$ cat src/rtl/conv_mac_unit_if.sv
// Stream bundle for conv_mac_unit: (sample, weight) pairs in, scaled results out.
interface conv_mac_unit_if #(
  parameter int DATA_W = 8,
  parameter int COEF_W = 8,
  parameter int OUT_W  = 16
);
  logic                     in_valid;
  logic                     in_ready;
  logic signed [DATA_W-1:0] a;
  logic signed [COEF_W-1:0] b;
  logic                     out_valid;
  logic                     out_ready;
  logic signed [OUT_W-1:0]  out_data;
  logic                     out_sat;

  modport master (
    output in_valid, a, b, out_ready,
    input  in_ready, out_valid, out_data, out_sat
  );

  modport slave (
    input  in_valid, a, b, out_ready,
    output in_ready, out_valid, out_data, out_sat
  );
endinterface

$ cat src/rtl/conv_mac_unit.sv
// Pipelined signed MAC for 1-D conv layers: product -> accumulate over KERNEL_LEN taps -> shift/saturate.
// Optional ReLU before saturation when CONV_MAC_RELU_EN is defined; whole pipe stalls while a result waits.
module conv_mac_unit #(
  parameter int DATA_W     = 8,
  parameter int COEF_W     = 8,
  parameter int KERNEL_LEN = 3,
  parameter int ACC_W      = 24,
  parameter int SHIFT      = 0,
  parameter int OUT_W      = 16
) (
  input  logic           clk,
  input  logic           rst,
  conv_mac_unit_if.slave bus
);
  localparam int PROD_W = DATA_W + COEF_W;
  localparam int TAP_W  = (KERNEL_LEN > 1) ? $clog2(KERNEL_LEN) : 1;
  localparam logic [TAP_W-1:0] LAST_TAP = TAP_W'(KERNEL_LEN - 1);
  localparam logic signed [ACC_W-1:0] OUT_MAX = {{(ACC_W-OUT_W+1){1'b0}}, {(OUT_W-1){1'b1}}};
  localparam logic signed [ACC_W-1:0] OUT_MIN = {{(ACC_W-OUT_W+1){1'b1}}, {(OUT_W-1){1'b0}}};

  logic [TAP_W-1:0]         r_tap_cnt;
  logic signed [PROD_W-1:0] r_p1;
  logic                     r_p1_valid;
  logic                     r_p1_last;
  logic signed [ACC_W-1:0]  r_acc;
  logic                     r_out_valid;
  logic signed [OUT_W-1:0]  r_out_data;
  logic                     r_out_sat;

  logic                     w_en;
  logic                     w_accept;
  logic                     w_load;
  logic signed [PROD_W-1:0] w_prod;
  logic signed [ACC_W-1:0]  w_sum;
  logic signed [ACC_W-1:0]  w_shift;
  logic signed [OUT_W-1:0]  w_fmt_data;
  logic                     w_fmt_sat;

  assign w_en     = !(r_out_valid && !bus.out_ready);
  assign w_accept = bus.in_valid && w_en;
  assign w_load   = w_en && r_p1_valid && r_p1_last;
  assign w_prod   = PROD_W'(bus.a) * PROD_W'(bus.b);

  // acc is zero whenever tap 0 arrives (cleared on the last tap and on reset),
  // so the first-tap case needs no separate select.
  assign w_sum    = r_acc + ACC_W'(r_p1);
  assign w_shift  = w_sum >>> SHIFT;

  always_comb begin
    w_fmt_data = w_shift[OUT_W-1:0];
    w_fmt_sat  = 1'b0;
`ifdef CONV_MAC_RELU_EN
    if (w_shift[ACC_W-1]) begin
      w_fmt_data = '0;
    end else if (w_shift > OUT_MAX) begin
      w_fmt_data = OUT_MAX[OUT_W-1:0];
      w_fmt_sat  = 1'b1;
    end
`else
    if (w_shift > OUT_MAX) begin
      w_fmt_data = OUT_MAX[OUT_W-1:0];
      w_fmt_sat  = 1'b1;
    end else if (w_shift < OUT_MIN) begin
      w_fmt_data = OUT_MIN[OUT_W-1:0];
      w_fmt_sat  = 1'b1;
    end
`endif
  end

  always_ff @(posedge clk) begin
    if (rst) begin
      r_tap_cnt  <= '0;
      r_p1       <= '0;
      r_p1_valid <= 1'b0;
      r_p1_last  <= 1'b0;
    end else if (w_en) begin
      r_p1       <= w_prod;
      r_p1_valid <= w_accept;
      r_p1_last  <= w_accept && (r_tap_cnt == LAST_TAP);
      if (w_accept) begin
        r_tap_cnt <= (r_tap_cnt == LAST_TAP) ? '0 : r_tap_cnt + 1'b1;
      end
    end
  end

  always_ff @(posedge clk) begin
    if (rst) begin
      r_acc <= '0;
    end else if (w_en && r_p1_valid) begin
      r_acc <= r_p1_last ? '0 : w_sum;
    end
  end

  // A load takes precedence over a consume in the same cycle, so out_valid stays high.
  always_ff @(posedge clk) begin
    if (rst) begin
      r_out_valid <= 1'b0;
      r_out_data  <= '0;
      r_out_sat   <= 1'b0;
    end else if (w_load) begin
      r_out_valid <= 1'b1;
      r_out_data  <= w_fmt_data;
      r_out_sat   <= w_fmt_sat;
    end else if (bus.out_ready) begin
      r_out_valid <= 1'b0;
    end
  end

  assign bus.in_ready  = w_en;
  assign bus.out_valid = r_out_valid;
  assign bus.out_data  = r_out_data;
  assign bus.out_sat   = r_out_sat;
endmodule
$ cat src/flat_wrapper.sv
// flat-port wrapper written by rule: the top's interface ports become plain ports
module conv_mac_unit_flat 
#(
  parameter int DATA_W     = 8,
  parameter int COEF_W     = 8,
  parameter int KERNEL_LEN = 3,
  parameter int ACC_W      = 24,
  parameter int SHIFT      = 0,
  parameter int OUT_W      = 16
)
  (clk, rst, bus_in_valid, bus_a, bus_b, bus_out_ready, bus_in_ready, bus_out_valid, bus_out_data, bus_out_sat);
  conv_mac_unit_if #(.DATA_W(DATA_W), .COEF_W(COEF_W), .OUT_W(OUT_W)) bus_i ();
  input  logic clk;
  input  logic rst;
  input wire logic [$bits(bus_i.in_valid)-1:0] bus_in_valid;
  input wire logic [$bits(bus_i.a)-1:0] bus_a;
  input wire logic [$bits(bus_i.b)-1:0] bus_b;
  input wire logic [$bits(bus_i.out_ready)-1:0] bus_out_ready;
  output wire logic [$bits(bus_i.in_ready)-1:0] bus_in_ready;
  output wire logic [$bits(bus_i.out_valid)-1:0] bus_out_valid;
  output wire logic [$bits(bus_i.out_data)-1:0] bus_out_data;
  output wire logic [$bits(bus_i.out_sat)-1:0] bus_out_sat;
  assign bus_i.in_valid = bus_in_valid;
  assign bus_i.a = bus_a;
  assign bus_i.b = bus_b;
  assign bus_i.out_ready = bus_out_ready;
  assign bus_in_ready = bus_i.in_ready;
  assign bus_out_valid = bus_i.out_valid;
  assign bus_out_data = bus_i.out_data;
  assign bus_out_sat = bus_i.out_sat;
  conv_mac_unit #(.DATA_W(DATA_W), .COEF_W(COEF_W), .KERNEL_LEN(KERNEL_LEN), .ACC_W(ACC_W), .SHIFT(SHIFT), .OUT_W(OUT_W)) u_core (.clk(clk), .rst(rst), .bus(bus_i));
endmodule
$ cat config.mk
export PLATFORM = sky130hd
export DESIGN_NAME = conv_mac_unit_flat
export DESIGN_NICKNAME = d
export VERILOG_FILES = /design/src/rtl/conv_mac_unit_if.sv /design/src/rtl/conv_mac_unit.sv /design/src/flat_wrapper.sv
export SDC_FILE = /design/constraint.sdc
export NUM_CORES = 1
export LEC_CHECK = 0
export ABC_AREA = 1
export CAP_MARGIN = 20
export CELL_PAD_IN_SITES_DETAIL_PLACEMENT = 1
export CELL_PAD_IN_SITES_GLOBAL_PLACEMENT = 2
export CORE_ASPECT_RATIO = 1.4
export CORE_MARGIN = 3
export CORE_UTILIZATION = 35
export DETAILED_ROUTE_END_ITERATION = 8
export PLACE_DENSITY = 0.94
export SKIP_CTS_REPAIR_TIMING = 1
export SYNTH_ARGS = -nofsm -noshare
export SYNTH_HDL_FRONTEND = slang
export SYNTH_SLANG_ARGS = --single-unit
$ cat constraint.sdc
create_clock -name clk -period 6.25 [get_ports clk]
set_clock_uncertainty 0.2 [all_clocks]
set_input_delay 1.25 -clock clk [delete_from_list [all_inputs] [get_ports clk]]
set_output_delay 1.25 -clock clk [all_outputs]
set_load 0.05 [all_outputs]
==> results.md <==
- Clock root buffer master: sky130_fd_sc_hd__clkbuf_16
- Ys Warns: 0
- Global-route usage over all layers: 19.0%
- Half-perimeter wire length of the detailed placement result: 16.7 mm
- Router iterations before antenna repair: 5
- Clock tree from TritonCTS: yes
- Switching part of the total power: 47.5%
- Pin count of the biggest net entering global routing: 35
- Net switching power figure: 1.23 mW
- Sequential cell fraction of total power: 19.3%
- Status: completed
- Maximum fanout count along the critical path: 8
- Worst Max-Slew Pin Slew: 0.933 ns
- Fin area: 0.00789 mm^2
- Count leader, synth: sky130_fd_sc_hd__nand2_1
- Initial antenna violation count: 0
- Max-cap violations: 0
- Cell Int Power: 1.36 mW
- Clock Power Share: 20.5%
- Kind of critical path: in -> reg
- First-pass GRT wire length: 32.7 mm
- Critical path launch point type: primary input
- Data required time of the worst path: 6.27 ns
- Classification of the worst-slack hold path: reg -> reg
- Overall die height: 172 um
- Endpoint kind of the worst setup timing path: register
- Antenna violation net count after detailed routing: 0
- Final Hold Slack: 0.266 ns
- Clock period minus worst slack: 5.84 ns
- Effective utilization at floorplan: 35.8%
- Filler cell count in the final layout: 2489
- Clk pin slew, worst setup/hold paths: 0.05 ns
- Count of pins over their slew limit: 0
- Nets@finish: 1178
- Area of the mapped netlist: 0.00691 mm^2
- Top post-synthesis cells by area: sky130_fd_sc_hd__dfxtp_1, sky130_fd_sc_hd__fa_1, sky130_fd_sc_hd__nand2_1
- Top flip-flop cell by instance count after synthesis: sky130_fd_sc_hd__dfxtp_1
- Synthesized net count: 1146
- Inserted Clock Buffers: 9
- Peak ir drop on the vdd network: 0.201 mV
- Layout cell share with drive strength beyond 1: 11.5%
- Iteration-0 DRC Markers: 199
- FF+latch count, synth: 62
- Via count normalized by instance count: 4.79
- Final setup viols: 0
- Diodes inserted: 0
- Leakage Power: 4.32 nW
- Overall die area: 0.0215 mm^2
- Number of enable-type register cells in the synthesized netlist: 0
- Count of distinct cell types in the synthesized netlist: 43
- Core Box Area: 0.0193 mm^2
- GRT Residual Overflow: 0
- Weighted congestion reported at the end of routability-driven placement: 0.851
- Number of placed I/O pins: 39
- Yosys top cell area share: 18.0%
- Number of design rule violations left after detail routing: 0
- CTS H-tree lvls: 3
- Post-Synthesis Mean Instance Area: 6.79 um^2
- Share of synthesized area occupied by flip-flops and latches: 18.0%
- Combinational power share: 60.2%
- Count of vias placed by the detailed router: 6247
- Number of global-route vias before repair: 6774
- Cell Pwr Density: 328 mW/mm^2
- Number of failing hold endpoints at the final stage: 0
- DRT Wirelength: 19.7 mm
- Number of instances in the synthesized netlist: 1018
- Number of clock sinks: 62
- # rows: 60
- FFs w/ async S/R, synth: 0%
- Maximum operating frequency: 0.171 GHz
- Post-place instance area: 0.00758 mm^2
- Arrival time reported for the critical path endpoint: 5.87 ns
- Ranking of synthesized cells by instance count: sky130_fd_sc_hd__nand2_1, sky130_fd_sc_hd__inv_1, sky130_fd_sc_hd__dfxtp_1
- Final clock period utilization by the worst path: 93.5%
- Maximum buffer depth of the clock tree: 2
- Detailed-route wire length per cell: 15.2 um
- Signed area change from the synthesized netlist to the final layout: 14.2%
- Total Neg Setup Slack: 0 ns
- Number of input and output port buffers inserted: 38
- Die X: 125 um
- Setup repair after global routing missed its margin: no
- Clk Latency, worst-skew pair: 0.34 ns
- Relative slew slack: 37.8%
- Cell accounting for the most synthesized area: sky130_fd_sc_hd__dfxtp_1
==> kinds of logic after synthesis <==
group	after synthesis	synth area share, %
AO/OA/AOI/OAI	125	10.4
XOR/XNOR	27	3.42
adder cells (fa/ha/maj)	108	25.6
buffers and inverters	273	15.1
flip-flops	62	18.0
AND/OR/NAND/NOR	423	27.5
==> power by group through the flow <==
stage | registers, mW | logic, mW | clock network (mW)
floorplan | 0.491 | 1.19 | 0
global placement | 0.506 | 1.51 | 0
detailed placement | 0.509 | 1.58 | 0
CTS | 0.501 | 1.59 | 0.543
global route | 0.507 | 1.80 | 0.555
finish | 0.501 | 1.56 | 0.531
==> cell type report <==
class | instances | area [um^2] | share of cell area (%)
inverter | 240 | 902 | 11.4
clock buffer | 10 | 239 | 3.03
sequential | 62 | 1240 | 15.7
clock inverter | 6 | 67.6 | 0.856
multi-input combinational | 683 | 4630 | 58.7
timing repair buffer | 54 | 500 | 6.34
tap | 248 | 310 | 3.93
==> state kept, by name, summed over array words and instances, names as in the netlist <==
| name | flops |
|---|---|
| u_core.r_p1 | 16 |
| u_core.r_p1_valid | 1 |
| u_core.r_tap_cnt | 2 |
| u_core.bus.out_sat | 1 |
| u_core.r_p1_last | 1 |
| u_core.r_acc | 24 |
| u_core.bus.out_valid | 1 |
| u_core.bus.out_data | 16 |
==> per-layer routing <==
metal / wire, um / part of all wire, % / global-route usage (%)
met5: 0 / 0 / 0
met4: 881 / 4.5 / 9.16
met3: 335 / 1.7 / 2.10
met2: 11500 / 58 / 40.1
met1: 7070 / 36 / 17.9
==> path summary, 6_finish.rpt <==
check | to | cells past startpoint | start | slack [ns]
setup / recovery | u_core.r_p1[12]$_SDFFE_PP0N_ | 19 | bus_b[7] | 0.41
hold / removal | u_core.r_p1_valid$_SDFFE_PP0N_ | 2 | u_core.r_p1_valid$_SDFFE_PP0N_ | 0.27
setup reg to reg | u_core.bus.out_data[3]$_SDFFE_PP0P_ | 17 | u_core.r_p1[15]$_SDFFE_PP0N_ | 3.01
hold reg to reg | u_core.r_p1_valid$_SDFFE_PP0N_ | 2 | u_core.r_p1_valid$_SDFFE_PP0N_ | 0.27
==> worst max-delay path, cell delays in order <==
cell                              delay [ns]
sky130_fd_sc_hd__clkdlybuf4s50_1        0.51
sky130_fd_sc_hd__inv_1                  0.14
sky130_fd_sc_hd__or2_2                  0.32
sky130_fd_sc_hd__fa_1                   0.51
sky130_fd_sc_hd__fa_1                   0.54
sky130_fd_sc_hd__inv_1                  0.05
sky130_fd_sc_hd__fa_1                   0.53
sky130_fd_sc_hd__inv_1                  0.06
sky130_fd_sc_hd__fa_1                   0.53
sky130_fd_sc_hd__inv_1                  0.04
sky130_fd_sc_hd__ha_1                   0.32
sky130_fd_sc_hd__inv_1                  0.08
sky130_fd_sc_hd__nor3_1                 0.31
sky130_fd_sc_hd__a21oi_1                0.16
sky130_fd_sc_hd__nor2_1                 0.11
sky130_fd_sc_hd__nor2_1                 0.06
sky130_fd_sc_hd__xor2_1                 0.14
sky130_fd_sc_hd__o21bai_1               0.16
sky130_fd_sc_hd__inv_1                  0.06
==> through the flow <==
| stage | util [%] | std cells | power [mW] | worst slack, ns |
|---|---|---|---|---|
| floorplan | - | 1018 | 1.68 | 0.718 |
| global placement | 39.3 | 1287 | 2.01 | 0.152 |
| detailed placement | 39.3 | 1287 | 2.08 | 0.0172 |
| CTS | 40.9 | 1303 | 2.63 | 0.371 |
| global route | 40.9 | 1303 | 2.87 | 0.110 |
| finish | 40.9 | 1303 | 2.59 | 0.408 |
==> cells in the final DEF (no fill, tap or decap), drive strengths merged, types with 5 or more instances in the layout <==
cell type	synthesis	routed
nor2	86	86
ha	52	52
o21bai	6	6
xor2	21	21
nand3	30	30
nand2	282	282
nor3	5	5
xnor2	6	6
inv	238	240
dfxtp	62	62
clkdlybuf4s50	0	38
o21ai	36	36
buf	4	16
a21oi	70	70
nand4	8	8
fa	56	56
or2	6	6
clkbuf	29	10
Note: power is estimated with default switching activity, not from simulation.
